## config.mk

```make
export PLATFORM = sky130hd
export DESIGN_NAME = alu_arbiter
export DESIGN_NICKNAME = d
export VERILOG_FILES = /design/src/rtl/alu_arbiter_pkg.sv /design/src/rtl/alu_arbiter_alu.sv /design/src/rtl/alu_arbiter.sv
export SDC_FILE = /design/constraint.sdc
export NUM_CORES = 1
export LEC_CHECK = 0
export ABC_AREA = 0
export CORE_ASPECT_RATIO = 0.9
export CORE_MARGIN = 3
export CORE_UTILIZATION = 40
export CTS_BUF_LIST = sky130_fd_sc_hd__clkbuf_2 sky130_fd_sc_hd__clkbuf_4 sky130_fd_sc_hd__clkbuf_8
export CTS_CLUSTER_SIZE = 20
export DETAILED_ROUTE_END_ITERATION = 10
export GPL_ROUTABILITY_DRIVEN = 0
export PLACE_DENSITY_LB_ADDON = 0.1
export SYNTH_ARGS = -nofsm -noshare
export SYNTH_HDL_FRONTEND = slang
export SYNTH_SLANG_ARGS = --single-unit
```

## constraint.sdc

```tcl
create_clock -name clk -period 8.7 [get_ports clk]
set_clock_uncertainty 0.2 [all_clocks]
set_input_delay 2.175 -clock clk [delete_from_list [all_inputs] [get_ports clk]]
set_output_delay 2.175 -clock clk [all_outputs]
set_load 0.03 [all_outputs]
```

## src/rtl/alu_arbiter_pkg.sv

```systemverilog
// Shared definitions for the two-port ALU arbiter: opcodes, FSM encoding,
// flag bundle layout and default operand width.
package alu_arbiter_pkg;

  localparam int ALU_DATA_WIDTH = 32;

  typedef enum logic [2:0] {
    ALU_AND = 3'b000,
    ALU_OR  = 3'b001,
    ALU_ADD = 3'b010,
    ALU_SUB = 3'b110,
    ALU_SLT = 3'b111
  } alu_op_e;

  typedef enum logic [1:0] {
    IDLE = 2'b00,
    EXEC = 2'b01,
    RESP = 2'b10
  } state_e;

  typedef struct packed {
    logic overflow;
    logic carry_out;
    logic zero;
  } alu_flags_t;

  function automatic logic is_legal_op(input logic [2:0] op);
    return (op == ALU_AND) || (op == ALU_OR) || (op == ALU_ADD) ||
           (op == ALU_SUB) || (op == ALU_SLT);
  endfunction

  function automatic logic has_arith_flags(input logic [2:0] op);
    return (op == ALU_ADD) || (op == ALU_SUB);
  endfunction

endpackage

```

## src/rtl/alu_arbiter_alu.sv

```systemverilog
// Purely combinational ALU: AND, OR, ADD, SUB, SLT with raw overflow,
// carry/borrow and zero flags. Unknown opcodes produce a zero result.
module alu_arbiter_alu
  import alu_arbiter_pkg::*;
#(
  parameter int DATA_WIDTH = ALU_DATA_WIDTH
) (
  input  logic [DATA_WIDTH-1:0] a,
  input  logic [DATA_WIDTH-1:0] b,
  input  logic [2:0]            alu_op,
  output logic [DATA_WIDTH-1:0] result,
  output logic                  overflow,
  output logic                  carry_out,
  output logic                  zero
);

  logic                  sub_mode;
  logic [DATA_WIDTH-1:0] b_eff;
  logic [DATA_WIDTH:0]   sum_ext;
  logic                  add_overflow;
  logic                  signed_less;

  // SUB and SLT share one adder as a + ~b + 1; the carry out of that adder
  // is the inverse of the unsigned borrow.
  always_comb begin
    sub_mode     = (alu_op == ALU_SUB) || (alu_op == ALU_SLT);
    b_eff        = sub_mode ? ~b : b;
    sum_ext      = {1'b0, a} + {1'b0, b_eff} + {{DATA_WIDTH{1'b0}}, sub_mode};
    add_overflow = (a[DATA_WIDTH-1] == b_eff[DATA_WIDTH-1]) &&
                   (sum_ext[DATA_WIDTH-1] != a[DATA_WIDTH-1]);
    signed_less  = sum_ext[DATA_WIDTH-1] ^ add_overflow;
  end

  always_comb begin
    result    = '0;
    overflow  = 1'b0;
    carry_out = 1'b0;
    case (alu_op)
      ALU_AND: result = a & b;
      ALU_OR:  result = a | b;
      ALU_ADD: begin
        result    = sum_ext[DATA_WIDTH-1:0];
        overflow  = add_overflow;
        carry_out = sum_ext[DATA_WIDTH];
      end
      ALU_SUB: begin
        result    = sum_ext[DATA_WIDTH-1:0];
        overflow  = add_overflow;
        carry_out = ~sum_ext[DATA_WIDTH];
      end
      ALU_SLT: begin
        result    = {{(DATA_WIDTH-1){1'b0}}, signed_less};
        overflow  = add_overflow;
        carry_out = ~sum_ext[DATA_WIDTH];
      end
      default: result = '0;
    endcase
    zero = (result == '0);
  end

endmodule

```

## src/rtl/alu_arbiter.sv

```systemverilog
// Round-robin arbiter sharing one ALU between two valid/ready requesters;
// each operation runs IDLE -> EXEC -> RESP with a registered, held response.
module alu_arbiter
  import alu_arbiter_pkg::*;
#(
  parameter int DATA_WIDTH = ALU_DATA_WIDTH
) (
  input  logic                  clk,
  input  logic                  rst,

  input  logic                  req0_valid,
  output logic                  req0_ready,
  input  logic [DATA_WIDTH-1:0] req0_A,
  input  logic [DATA_WIDTH-1:0] req0_B,
  input  logic [2:0]            req0_ALUop,
  output logic                  resp0_valid,
  input  logic                  resp0_ready,
  output logic [DATA_WIDTH-1:0] resp0_Result,
  output logic [2:0]            resp0_flags,

  input  logic                  req1_valid,
  output logic                  req1_ready,
  input  logic [DATA_WIDTH-1:0] req1_A,
  input  logic [DATA_WIDTH-1:0] req1_B,
  input  logic [2:0]            req1_ALUop,
  output logic                  resp1_valid,
  input  logic                  resp1_ready,
  output logic [DATA_WIDTH-1:0] resp1_Result,
  output logic [2:0]            resp1_flags
);

  state_e                state;
  logic                  owner;
  logic                  rr;
  logic [DATA_WIDTH-1:0] op_a;
  logic [DATA_WIDTH-1:0] op_b;
  logic [2:0]            op_code;

  logic                  grant_valid;
  logic                  grant;

  logic [DATA_WIDTH-1:0] alu_result;
  logic                  alu_overflow;
  logic                  alu_carry;
  logic                  alu_zero;

  logic [DATA_WIDTH-1:0] masked_result;
  alu_flags_t            masked_flags;

  // A lone requester wins outright; contention is settled by the rr pointer.
  always_comb begin
    grant_valid = req0_valid | req1_valid;
    if (req0_valid && req1_valid) begin
      grant = rr;
    end else begin
      grant = req1_valid;
    end
  end

  assign req0_ready = !rst && (state == IDLE) && grant_valid && !grant;
  assign req1_ready = !rst && (state == IDLE) && grant_valid &&  grant;

  alu_arbiter_alu #(
    .DATA_WIDTH (DATA_WIDTH)
  ) alu (
    .a         (op_a),
    .b         (op_b),
    .alu_op    (op_code),
    .result    (alu_result),
    .overflow  (alu_overflow),
    .carry_out (alu_carry),
    .zero      (alu_zero)
  );

  // Carry and overflow only mean something for ADD/SUB; illegal ops read as all-zero.
  always_comb begin
    masked_result          = is_legal_op(op_code) ? alu_result : '0;
    masked_flags.overflow  = has_arith_flags(op_code) & alu_overflow;
    masked_flags.carry_out = has_arith_flags(op_code) & alu_carry;
    masked_flags.zero      = is_legal_op(op_code) & alu_zero;
  end

  always_ff @(posedge clk or posedge rst) begin
    if (rst) begin
      state        <= IDLE;
      owner        <= 1'b0;
      rr           <= 1'b0;
      op_a         <= '0;
      op_b         <= '0;
      op_code      <= '0;
      resp0_valid  <= 1'b0;
      resp0_Result <= '0;
      resp0_flags  <= '0;
      resp1_valid  <= 1'b0;
      resp1_Result <= '0;
      resp1_flags  <= '0;
    end else begin
      case (state)
        IDLE: begin
          if (grant_valid) begin
            owner   <= grant;
            op_a    <= grant ? req1_A     : req0_A;
            op_b    <= grant ? req1_B     : req0_B;
            op_code <= grant ? req1_ALUop : req0_ALUop;
            state   <= EXEC;
          end
        end
        EXEC: begin
          if (owner) begin
            resp1_Result <= masked_result;
            resp1_flags  <= masked_flags;
            resp1_valid  <= 1'b1;
          end else begin
            resp0_Result <= masked_result;
            resp0_flags  <= masked_flags;
            resp0_valid  <= 1'b1;
          end
          state <= RESP;
        end
        RESP: begin
          // The port just served drops to lowest priority for the next contention.
          if (owner ? resp1_ready : resp0_ready) begin
            resp0_valid <= 1'b0;
            resp1_valid <= 1'b0;
            rr          <= ~owner;
            state       <= IDLE;
          end
        end
        default: state <= IDLE;
      endcase
    end
  end

endmodule
```

-- Yosys cells after proc, flatten, opt, wreduce, memory -nomap -nowiden
Cells that the tools add are included.
- bits of input ports: 140
- register bits: 143
- output and inout bits: 74
- bitwise operators: 10
- equality and inequality tests: 12
- $add $sub $neg: 2
- mux-type cells: 18
- reductions and logical operators: 28
- operators with widths (kind ; number):
    two-way mux 32 bit ; 4
    case mux 32 bit (4 select lines) ; 1
    adder 32 x 32 -> 33 bit ; 1
    adder 33 x 1 -> 33 bit ; 1
    bitwise AND 32 bit ; 1
    zero test 32 bit ; 1
    inverter 32 bit ; 1
    bitwise OR 32 bit ; 1
    AND reduction 2 bit ; 5
    inequality test 2 bit (second input constant) ; 4
    == test 3 bit (second input constant) ; 2
    logical AND 1 bit ; 6
    logical OR 1 bit ; 6
    two-way mux 1 bit ; 6
    case mux 1 bit (2 select lines) ; 3
    case mux 2 bit (3 select lines) ; 1
    AND reduction 3 bit ; 2
    two-way mux 2 bit ; 2
    OR reduction 2 bit ; 2
    bitwise AND 1 bit ; 3
    == test 3 x 1 -> 1 bit (second input constant) ; 1
    == test 3 x 2 -> 1 bit (second input constant) ; 1
    zero test 3 bit ; 1
    two-way mux 3 bit ; 1
    11 further kinds ; 13

-- Depth between registers and ports, before layout
- depth in word-level cells: 11
- depth in mapped cells: 15

-- Hierarchy
A second synthesis with hierarchy kept.
- cell total of the unflattened synthesis: 1024
- area total of the unflattened synthesis: 9207.6 um^2
- by module, submodules not included (module ; area each (um^2) ; times used ; seq. area each (um^2) ; cells each):
    alu_arbiter ; 6193.4 ; 1 ; 3578.4 ; 588
    alu_arbiter_alu ; 3014.1 ; 1 ; 0.0 ; 436

-- Worst setup path before layout
No wires, ideal clock.
- path kind: input -> output
- from: input port rst
- to: output port req0_ready
- cell stages on the path: 2
- slack: 0.497 ns
- data arrival time: 5.828 ns
- cell sequence: inv_1 and3_1
- cells in the longest elaborated chain, start to end: 4
- RTL lines (element ; RTL line ; RTL):
    start: declaration ; alu_arbiter.sv:9 ; input logic rst,
    zero test 1 bit (no source line) ; n/a ;
    logical AND 1 bit (3 in a row) ; alu_arbiter.sv:60 ; assign req0_ready = !rst && (state == IDLE) && grant_valid && !grant;
    end: declaration ; alu_arbiter.sv:12 ; output logic req0_ready,
Every way passes these cells.

-- Final worst setup path
Same ends and word-level chain as after synthesis.

==> summary.txt <==
Clock network
  – H-tree levels: 4
  – Hold-fix buffers, CTS: 0
  – CTS root buf: clkbuf_8
  – TritonCTS buffer count: 17
  – CTS tree: yes
  – Worst-skew pair later-pin latency: 0.46 ns
  – PostCTS Resize Cnt: 0
  – CTS Buffer Depth: 2
  – Num Clock Sinks: ~140
  – Clock slew at reported path FFs: about 0.070 ns
  – Post-CTS setup buffers: 0

Setup path
  – Crit-path max FO: 76
  – Crit-path cells: clkdlybuf4s50_1 -> inv_6 -> and3_1 -> clkdlybuf4s50_1
  – Worst r2r path cells: 13
  – CP Capture Type: output port
  – Reg2reg start: op_code[2]
  – Worst Setup Start Kind: input pin
  – Crit Reg-Reg Endpoint: resp1_flags[0]
  – Kind of critical path: input pin to output port
  – Crit-path slowest cell: clkdlybuf4s50_1
  – Worst EP arrival: 4.08 ns
  – Max incr delay on CP: approximately 0.66 ns
  – FF-to-FF setup slack: between 3 and 4 ns
  – WP data required: 6.33 ns
  – Most used cell, CP: clkdlybuf4s50_1

Final layout
  – Nets: about 1400
  – FILL cells: approximately 2200
  – Commonest cells after routing, fill and taps aside: 213 x clkdlybuf4s50_1, 143 x dfrtp_1, 136 x a21oi_1, 136 x nor2_1, 90 x nand2_1
  – Commonest non-fill, non-tap cell in the layout: clkdlybuf4s50_1
  – Layout cell share with drive strength beyond 1: 0.0517
  – Antenna cells: 0
  – Area grow syn2layout: 29.9%

Floorplan
  – Core area: 22700 um^2
  – Die W: 167 um
  – DIE HEIGHT: 151 um
  – Num rows: 52
  – Full die area: 25200 um^2
  – Initial Utilization: 0.410
  – Top Ports: 214

Routing
  – DRC viols: 0
  – Initial drt markers: 716
  – Final wirelength: roughly 27000 um
  – Final ANT Viol Nets: 0
  – Wire length per cell: ~18 um
  – Via/cell ratio: 5.51
  – Vias: around 8500
  – Drt pass-1 iters: 5

GRT
  – Grt ovf: 0
  – Vias in the first global route: between 7000 and 8000
  – Total track usage: 0.210
  – Largest net degree at the start of global routing: a little under 100
  – First-pass GRT wire length: between 40000 and 50000 um
  – Initial antenna violation count: 0

Min path
  – Hold path cells: 2
  – Min-delay src: resp1_Result[20]
  – Worst min path class: flip-flop to flip-flop
  – Hold endpoint: resp1_Result[20]

Job
  – Max-Cap Viols: 0

Timing
  – Crit path time final: 6.46 ns
  – Measured slew at the worst slew-check pin: 1.04 ns
  – Crit share post-route: 0.742
  – Final Hold Viols: 0
  – Setup TNS Final: 0 ns
  – Setup-failing EPs final: 0
  – Slew Viols, Final: 0
  – Max Clk Rate: approximately 0.15 GHz
  – Max_slew headroom: 0.310
  – RSZ-0062 raised after global routing: false

Logic synthesis
  – Ys flop type: dfrtp_1
  – Post-synthesis sequential area ratio: 0.384
  – YS warnings: 0
  – FFs w/ async S/R, synth: 1.00
  – Post-synthesis net count: 1234
  – Area of the mapped netlist: approximately 9300 um^2
  – Synthesized flop and latch total: 143
  – Synthesized netlist cell count: 1059
  – Mean Syn Cell Area: between 8 and 9 um^2
  – Post-synthesis cell type count: 78
  – Post-synth EDFFs: 0

Run status
  – Status: finished, final reports clean

Placed design
  – Final HPWL DP: 20600 um
  – Port Buffers: ~210
==> routing by layer <==
metal | wire length, um | GRT usage
met5 | 0 | 0
met4 | 304 | 0.0495
met3 | 1830 | 0.0436
met2 | 10600 | 0.288
met1 | 14100 | 0.333
==> cells by family after synthesis <==
family                     count (synthesis)  synth area share
and+or+nand+nor                          338             0.168
xor gates and xnor gates                  44            0.0414
AOI/OAI and AO/OA                        311             0.212
DFF                                      143             0.384
buffers and inverters                     87            0.0380
muxes                                     73            0.0787
adders and majority gates                 63            0.0779
==> cell type report <==
cell class              count  area, um^2  area share
multi-input cells         829        5420       0.447
flip-flops and latches    143        3580       0.296
repair buffers            223        2210       0.182
well taps                 297         372      0.0307
clock buffers              23         304      0.0251
clock inverters             9         179      0.0148
inverters                  12        50.0     0.00413
==> state kept, by name (all words and copies together) (netlist names) <==
register	count
resp0_valid	1
resp1_valid	1
owner	1
resp1_Result	32
op_a	32
resp1_flags	3
op_b	32
resp0_flags	3
resp0_Result	32
op_code	3
rr	1
state	2
==> worst max-delay path by stage <==
| stage | from | to |
|---|---|---|
| global route | rst | req0_ready |
| detailed placement | rst | req0_ready |
| global placement | rst | req0_ready |
| floorplan | rst | req0_ready |
| finish | rst | req0_ready |
| CTS | rst | req0_ready |
==> critical path, delay by kind of cell <==
family / cells / cell delay [ns]
buf+inv: 3 / 1.63
simple gates: 1 / 0.26
==> synth_stat cells, drive strengths merged, types with 7 or more instances <==
library cell / instances / area [um^2]
nand2: 90 / 338
inv: 12 / 45.0
nand3: 12 / 60.1
dfrtp: 143 / 3580
buf: 20 / 100
nand4: 18 / 113
mux2i: 71 / 711
a211oi: 8 / 65.1
nor3: 23 / 135
a31oi: 12 / 81.3
nand2b: 9 / 56.3
o21ai: 59 / 295
nor2: 138 / 518
a21oi: 136 / 681
o31ai: 8 / 73.8
maj3: 28 / 280
o21a: 9 / 67.6
a22oi: 7 / 52.6
clkbuf: 55 / 209
xnor2: 40 / 350
a21o: 12 / 90.1
ha: 34 / 425
and3: 13 / 81.3
==> per-stage QoR <==
stage | utilization | setup slack [ns] | cells | hold WS [ns] | instance area [um^2]
2_1_floorplan | - | 0.497 | 1059 | 0.263 | 9320
3_3_place_gp | 0.512 | 2.16 | 1504 | 0.262 | 11600
3_5_place_dp | 0.512 | 2.17 | 1504 | 0.269 | 11600
4_1_cts | 0.533 | 2.15 | 1536 | 0.287 | 12100
5_1_grt | 0.533 | 2.07 | 1536 | 0.300 | 12100
6_report | 0.533 | 2.24 | 1536 | 0.279 | 12100
Power is not shown: default switching activity piles up to over one toggle a cycle in this logic, so the estimate is an artifact.
